[src/rtl/rd_adder_pkg.sv]
// rtl/rd_adder_pkg.sv - shared types and sizing helpers for the recursive doubling adder
package rd_adder_pkg;

    localparam int RD_WIDTH_DEFAULT = 32;

    typedef struct packed {
        logic g;
        logic p;
    } gp_pair;

    function automatic int rd_levels(input int width);
        return $clog2(width);
    endfunction

endpackage

[src/rtl/rd_gp_cell.sv]
// rtl/rd_gp_cell.sv - prefix combine cell: hi absorbs the span covered by lo
module rd_gp_cell
    import rd_adder_pkg::*;
(
    input  gp_pair hi,
    input  gp_pair lo,
    output gp_pair gp
);

    assign gp.g = hi.g | (hi.p & lo.g);
    assign gp.p = hi.p & lo.p;

endmodule

[src/rtl/recursive_doubling_adder.sv]
// rtl/recursive_doubling_adder.sv - Kogge-Stone adder with registered outputs
// Optional mid-network register stage: RECURSIVE_DOUBLING_MID_PIPE_EN
module recursive_doubling_adder
    import rd_adder_pkg::*;
#(
    parameter int WIDTH  = RD_WIDTH_DEFAULT,
    parameter int LEVELS = rd_levels(WIDTH)
) (
    input  logic             clk,
    input  logic             rst_n,
    input  logic             in_valid,
    input  logic [WIDTH-1:0] a,
    input  logic [WIDTH-1:0] b,
    input  logic             cin,
    output logic             out_valid,
    output logic [WIDTH-1:0] sum,
    output logic             cout,
    output logic             ovf
);

    localparam int MID = LEVELS / 2;

    gp_pair               bit0_raw;
    gp_pair               cin_gp;
    gp_pair               bit0_gp;
    gp_pair [WIDTH-1:0]   stage0;
    gp_pair [WIDTH-1:0]   mid_src;
    gp_pair [WIDTH-1:0]   fin;
    logic   [WIDTH-1:0]   fin_g;
    logic   [WIDTH-1:0]   fin_p;
    logic   [WIDTH-1:0]   carry;
    logic   [WIDTH-1:0]   p_s;
    logic                 cin_s;
    logic                 vld_s;
    logic                 unused_p;

    // Fold cin into bit 0 so G[i] becomes the carry into bit i+1 directly.
    assign bit0_raw = {a[0] & b[0], a[0] ^ b[0]};
    assign cin_gp   = {cin, 1'b0};

    rd_gp_cell u_cin_cell (
        .hi (bit0_raw),
        .lo (cin_gp),
        .gp (bit0_gp)
    );

    always_comb begin
        stage0 = '0;
        for (int i = 1; i < WIDTH; i++) begin
            stage0[i] = {a[i] & b[i], a[i] ^ b[i]};
        end
        stage0[0] = bit0_gp;
    end

    for (genvar k = 0; k < LEVELS; k++) begin : g_lvl
        localparam int D = 1 << k;
        gp_pair [WIDTH-1:0] cur;
        gp_pair [WIDTH-1:0] nxt;

        if (k == 0) begin : g_src0
            assign cur = stage0;
        end else if (k == MID) begin : g_srcm
            assign cur = mid_src;
        end else begin : g_srcn
            assign cur = g_lvl[k-1].nxt;
        end

        for (genvar i = 0; i < WIDTH; i++) begin : g_bit
            if (i >= D) begin : g_cell
                rd_gp_cell u_cell (
                    .hi (cur[i]),
                    .lo (cur[i-D]),
                    .gp (nxt[i])
                );
            end else begin : g_pass
                assign nxt[i] = cur[i];
            end
        end
    end

`ifdef RECURSIVE_DOUBLING_MID_PIPE_EN
    gp_pair [WIDTH-1:0] mid_q;
    logic   [WIDTH-1:0] p_q;
    logic               cin_q;
    logic               vld_q;

    always_ff @(posedge clk or negedge rst_n) begin
        if (!rst_n) begin
            mid_q <= '0;
            p_q   <= '0;
            cin_q <= 1'b0;
            vld_q <= 1'b0;
        end else begin
            mid_q <= g_lvl[MID-1].nxt;
            p_q   <= a ^ b;
            cin_q <= cin;
            vld_q <= in_valid;
        end
    end

    assign mid_src = mid_q;
    assign p_s     = p_q;
    assign cin_s   = cin_q;
    assign vld_s   = vld_q;
`else
    assign mid_src = g_lvl[MID-1].nxt;
    assign p_s     = a ^ b;
    assign cin_s   = cin;
    assign vld_s   = in_valid;
`endif

    assign fin = g_lvl[LEVELS-1].nxt;

    always_comb begin
        fin_g = '0;
        fin_p = '0;
        for (int i = 0; i < WIDTH; i++) begin
            fin_g[i] = fin[i].g;
            fin_p[i] = fin[i].p;
        end
    end

    // Group propagate is only needed inside the network.
    assign unused_p = ^fin_p;
    assign carry    = {fin_g[WIDTH-2:0], cin_s};

    always_ff @(posedge clk or negedge rst_n) begin
        if (!rst_n) begin
            out_valid <= 1'b0;
            sum       <= '0;
            cout      <= 1'b0;
            ovf       <= 1'b0;
        end else begin
            out_valid <= vld_s;
            if (vld_s) begin
                sum  <= p_s ^ carry;
                cout <= fin_g[WIDTH-1];
                ovf  <= fin_g[WIDTH-1] ^ fin_g[WIDTH-2];
            end
        end
    end

endmodule

[config.mk]
export PLATFORM = sky130hd
export DESIGN_NAME = recursive_doubling_adder
export DESIGN_NICKNAME = d
export VERILOG_FILES = /design/src/rtl/rd_adder_pkg.sv /design/src/rtl/rd_gp_cell.sv /design/src/rtl/recursive_doubling_adder.sv
export SDC_FILE = /design/constraint.sdc
export NUM_CORES = 1
export LEC_CHECK = 0
export BUFFER_PORTS_ARGS = -buffer_cell sky130_fd_sc_hd__buf_2
export CORE_MARGIN = 2
export CORE_UTILIZATION = 54
export CTS_BUF_LIST = sky130_fd_sc_hd__clkbuf_2 sky130_fd_sc_hd__clkbuf_4 sky130_fd_sc_hd__clkbuf_8
export CTS_CLUSTER_DIAMETER = 40
export DETAILED_ROUTE_END_ITERATION = 8
export PLACE_DENSITY_LB_ADDON = 0.25
export SLEW_MARGIN = 20
export SYNTH_ARGS = -nofsm -noshare
export SYNTH_HDL_FRONTEND = slang
export SYNTH_SLANG_ARGS = --single-unit
export TNS_END_PERCENT = 30
[constraint.sdc]
create_clock -name clk -period 1.2 [get_ports clk]
set_input_delay 0.06 -clock clk [delete_from_list [all_inputs] [get_ports clk]]
set_output_delay 0.06 -clock clk [all_outputs]
set_load 0.01 [all_outputs]
==> Word level (Yosys, flattened, before mapping) <==
Cells that the tools add are included.
{ "op_classes": {"bitwise": 425} }
{ "op_table": {"columns": ["cell", "n"], "rows": [
  ["1-bit bitwise AND", 260],
  ["1-bit OR", 130],
  ["32-bit XOR", 2],
  ["1-bit XOR", 33]
]} }
{ "word_totals": {"reg_bits": 35, "input_bits": 68, "out_inout_bits": 35, "elab_cells": 429} }

==> Logic depth before layout (Yosys ltp) <==
{ "logic_depth": {"depth_word": 14, "depth_mapped": 11, "mapped_depth_nobuf": 11} }

==> Cells and area by module <==
Synthesis repeated with hierarchy kept, for this count alone.
{ "unflattened": {"cells_unflattened": 435, "hier_area_um2": 3873.7} }
{ "by_module_without_submodules": {"columns": ["mod", "instances", "cells_each", "area_each_um2", "seq_area_each_um2"], "rows": [
  ["rd_gp_cell", 130, 2, 15.0, 0.0],
  ["recursive_doubling_adder", 1, 175, 1921.8, 875.8]
]} }

==> Worst setup path after synthesis <==
OpenSTA, ideal clock, no wires.
{ "synth_timing": {"path_kind": "input -> register", "startpoint": "input port a[0]", "endpoint": "register sum[26]", "setup_ns": 0.120, "arrival_time_ns": 2.387, "required_ns": 1.080, "setup_slack_ns": -1.307, "stages": 11, "path_buffers": 0, "cell_sequence": "fa_1 inv_1 fa_1 nand2b_1 a21oi_1 o21bai_1 a2111oi_0 o2111ai_1 a21boi_0 o21ai_0 a31o_2"} }
{ "synth_between": {"elab_chain_len": 10, "elab_cells_between_ends": 11, "classes_between": "bitwise (11)"} }
{ "synth_rtl": {"columns": ["item", "line_no", "text"], "rows": [
  ["from (decl)", "recursive_doubling_adder.sv:12", "input logic [WIDTH-1:0] a,"],
  ["1-bit XOR", "recursive_doubling_adder.sv:38", "assign bit0_raw = {a[0] & b[0], a[0] ^ b[0]};"],
  ["1-bit bitwise AND", "rd_gp_cell.sv:10", "assign gp.g = hi.g | (hi.p & lo.g);"],
  ["1-bit OR *", "rd_gp_cell.sv:10", null],
  ["1-bit bitwise AND *", "rd_gp_cell.sv:10", null],
  ["1-bit OR *", "rd_gp_cell.sv:10", null],
  ["1-bit bitwise AND *", "rd_gp_cell.sv:10", null],
  ["1-bit OR *", "rd_gp_cell.sv:10", null],
  ["1-bit bitwise AND *", "rd_gp_cell.sv:10", null],
  ["1-bit OR *", "rd_gp_cell.sv:10", null],
  ["32-bit XOR *", "recursive_doubling_adder.sv:136", "sum <= p_s ^ carry;"],
  ["to (signal assigned)", "recursive_doubling_adder.sv:136", null],
  ["to (decl)", "recursive_doubling_adder.sv:16", "output logic [WIDTH-1:0] sum,"]
]} }
Mark *: on every way between the ends. The rest lies on a longest branch, timed or not.
A chain may end at the register's enable or synchronous reset.

==> Worst setup path after layout <==
{ "layout_timing": {"startpoint": "input port b[10]", "endpoint": "register ovf"} }
{ "layout_between": {"elab_chain_len": 10, "elab_cells_between_ends": 29, "classes_between": "bitwise (29)"} }
{ "layout_rtl": {"columns": ["item", "line_no", "text"], "rows": [
  ["from (decl)", "recursive_doubling_adder.sv:13", "input logic [WIDTH-1:0] b,"],
  ["1-bit bitwise AND or 1-bit XOR (tied branches)", "recursive_doubling_adder.sv:50", "stage0[i] = {a[i] & b[i], a[i] ^ b[i]};"],
  ["1-bit bitwise AND, on equally long branches", "rd_gp_cell.sv:10, rd_gp_cell.sv:11", null],
  ["1-bit OR or 1-bit bitwise AND (tied branches)", "rd_gp_cell.sv:10", null],
  ["1-bit OR", "rd_gp_cell.sv:10", null],
  ["1-bit bitwise AND", "rd_gp_cell.sv:10", null],
  ["1-bit OR (2 in series)", "rd_gp_cell.sv:10", null],
  ["1-bit bitwise AND", "rd_gp_cell.sv:10", null],
  ["1-bit OR", "rd_gp_cell.sv:10", null],
  ["1-bit XOR *", "recursive_doubling_adder.sv:138", "ovf <= fin_g[WIDTH-1] ^ fin_g[WIDTH-2];"],
  ["to (signal assigned)", "recursive_doubling_adder.sv:138", null],
  ["to (decl)", "recursive_doubling_adder.sv:18", "output logic ovf"]
]} }
Marked as above.

==> flow_summary.toml <==
[cells_and_area]
drive_above_1_share_pct = 56.8
stdcell_area_um2 = 4810
fin_nets = 630
syn2layout_area_growth_pct = 61.4
fin_util_pct = 89.1
seqCellArea_um2 = 876
multi_input_area_um2 = 2330
instances_no_fill = 600
diodes = 0
fillers = 241

[setup_path]
r2r_cells = 2
critPathKind = "primary input to flop"
required_ps = 1400
crit_fanout = 4
worstPathArrival_ps = 2570
reg2reg_from = "sum[26]"
cp-start-kind = "primary input"
end_kind = "flop"
r2r_end = "sum[26]"
r2r_setup_slack_ps = 280

[timing]
finalClockSkew_ps = 0
setup_viol = 29
finalHoldViolCount = 0
timing.final.crit_share_pct = 198
min_period_ps = 2370
worstMarginPinSlew_ps = 545
max_slew_margin_pct = 63.7
setup_slack_ps = -1170
fmax_mhz = 421
rsz0062_at_grt = "yes"
slew_viol_final = 0

[pwr]
clkPwrFrac_pct = 16.4
ir_drop_v = 0.000796
power_switching_w = 0.00204
combPwrFrac_pct = 52.8
switching_share_pct = 38.7
intPower_w = 0.00324
leakage_nw = 2.38
report.power.total_w = 0.00528
p_seq_share_pct = 30.9
p_per_area_nw_per_um2 = 1100

[clock_network]
cts.sinks = 35
insertion_delay_ps = 280
htree_levels = 2
clockRootBuffer = "clkbuf_8"
cts_buffer_depth = 2
cts_tree = "yes"
cts_buffers = 5
cts.clk_slew.worst_paths_ps = 80

[drt]
drc = 0
wl_per_cell_um = 21.9
drt_iter0_drc = 411
drtPass1Iterations = 6
wirelength_um = 13200
ant_nets = 0
num_vias = 3940
viasPerCell = 6.57

[yosys]
synth-seq-cells = 35
synth_nets = 423
ys_types = 47
synthArstFlopShare_pct = 100
avgSynthCellArea_um2 = 9.26
yosysSeqAreaShare_pct = 29.4
yosys_warnings = 0
syn-instance-count = 322
synth_area_um2 = 2980
ys.flop_type = "dfrtp_1"
synth_edf_count = 0

[global_route]
grt_pass1_vias = 3639
antenna_found_initial = 0
grt_max_degree = 24
top_usage_layer = "met2"
grt_pass1_wl_um = 16400
use_met1_pct = 36.7
grt_usage_pct = 33.6
grt_use_met3_pct = 5.06
grt-ovfl-total = 0
grtUsageMet2_pct = 63.1

[placement]
hpwl_um = 7120
place.gp.congestion = 0.909
dp_cells = 580
preCtsSetupSlack_ps = -1510
place_area_um2 = 4350
io_buffers = 102

[worst_hold_path]
worstHoldPathType = "primary input to async pin"

[floorplan]
io_pins = 103
dieArea_um2 = 6130
start_util_pct = 55.2
die-width_um = 78.3
coreArea_um2 = 5410
num_rows = 27
die-height_um = 78.3

[outcome]
outcome = "finished with violations"
violations = "negative setup slack"

[run]
drv_cap = 0
## registers in the layout (all words and copies together) (netlist names)
signal / count
cout: 1
ovf: 1
sum: 32
out_valid: 1
## critical path, cell delays in order
cell and delay, ps:
buf_6 100, ha_4 230, buf_6 120, a311o_1 390
a2111oi_4 340, nand3_2 170, a2111oi_4 340, buf_6 190
nor4_4 60, or3_1 390, a31oi_1 170
## stage by stage
stage,setup TNS (ps),hold slack [ps]
floorplan,-23610,-236
global placement,-32000,-24.1
detailed placement,-33670,-19.1
CTS,-20620,192
global route,-25650,196
finish,-23750,203
## synth_stat cells (2+ instances only)
library cell	number	area (um^2)
o211ai_1	2	15.0
and3_1	4	25.0
a221oi_1	2	17.5
o31ai_1	4	30.0
nor2_1	17	63.8
a211oi_1	3	22.5
a311o_1	2	20.0
o21ai_0	15	75.1
a2111oi_4	2	55.1
o21bai_1	2	15.0
inv_1	11	41.3
clkbuf_1	12	45.0
dfrtp_1	35	876
a31o_2	3	26.3
a31oi_1	4	25.0
or3_1	2	12.5
a21boi_0	2	15.0
or2_2	2	12.5
nand2b_1	2	12.5
mux2_2	23	259
xor2_1	5	43.8
ha_1	31	388
a21o_1	10	75.1
xnor2_1	19	166
nand3_1	6	30.0
nand2_1	24	90.1
a2111oi_0	2	17.5
a2111o_1	2	22.5
nand4_1	7	43.8
o21a_1	5	37.5
a21oi_1	36	180
nor2b_1	5	31.3
fa_1	2	40.0
nor3_1	6	30.0
## timing repair
item / 4_1_cts / 5_1_grt
gates resized for setup: 39 / 33
hold buffers: 1 / 0
endpoints found under the setup margin: 29 / 30
buffers inserted: 6 / 8
endpoints found under the hold margin: 35 / 0
gates cloned: 0 / 0
pin swaps: 27 / 15
## power by group through the flow
stage	sequential [W]	clock, W	combinational (W)
6_report	0.00163	0.000864	0.00279
5_1_grt	0.00164	0.000922	0.00293
4_1_cts	0.00159	0.000843	0.00244
3_5_place_dp	0.00161	0	0.00228
3_3_place_gp	0.00160	0	0.00219
2_1_floorplan	0.00174	0	0.00109
## area by class of cell
type	count	share of cell area, %
clock buffer	6	1.59
inverter	11	0.858
multi-input combinational	263	48.3
sequential	35	18.2
tap	72	1.87
timing repair buffer	213	29.2
## layout by cell type (no fill, tap or decap), drive strengths merged, types with 5 or more instances in the layout
cell type	synthesis	layout
o21ai	15	15
nor3	6	6
nor2	17	17
a21o	10	10
nand3	7	7
inv	11	11
clkbuf	12	6
nand4	7	7
a21oi	36	36
dfrtp	35	35
mux2	23	23
nor2b	5	5
buf	1	212
nand2	24	24
xnor2	19	19
ha	31	31
o21a	5	5
xor2	5	5
## layer usage
layer  wire (um)  vias to the layer above
met2        6250                      389
li1            -                     1616
met4        1160                        0
met5           0                        -
met3        1300                      137
met1        4450                     1798
## cells by family after synthesis
kind of cell               count (synthesis)  share of synthesized area, %
adders and majority gates                 33                          14.3
DFF                                       35                          29.4
muxes                                     23                          8.68
buffers and inverters                     24                          3.27
xor gates and xnor gates                  24                          7.05
and+or+nand+nor                           80                          13.4
AOI/OAI and AO/OA                        103                          23.9
## worst max-delay path by stage
stage	start	slack (ps)	endpoint
global placement	a[8]	-1440	ovf
global route	a[14]	-1180	ovf
finish	b[10]	-1170	ovf
CTS	b[8]	-1040	sum[29]
floorplan	a[10]	-1270	ovf
detailed placement	a[8]	-1510	ovf
No activity file was read; power rests on OpenSTA's default activity.
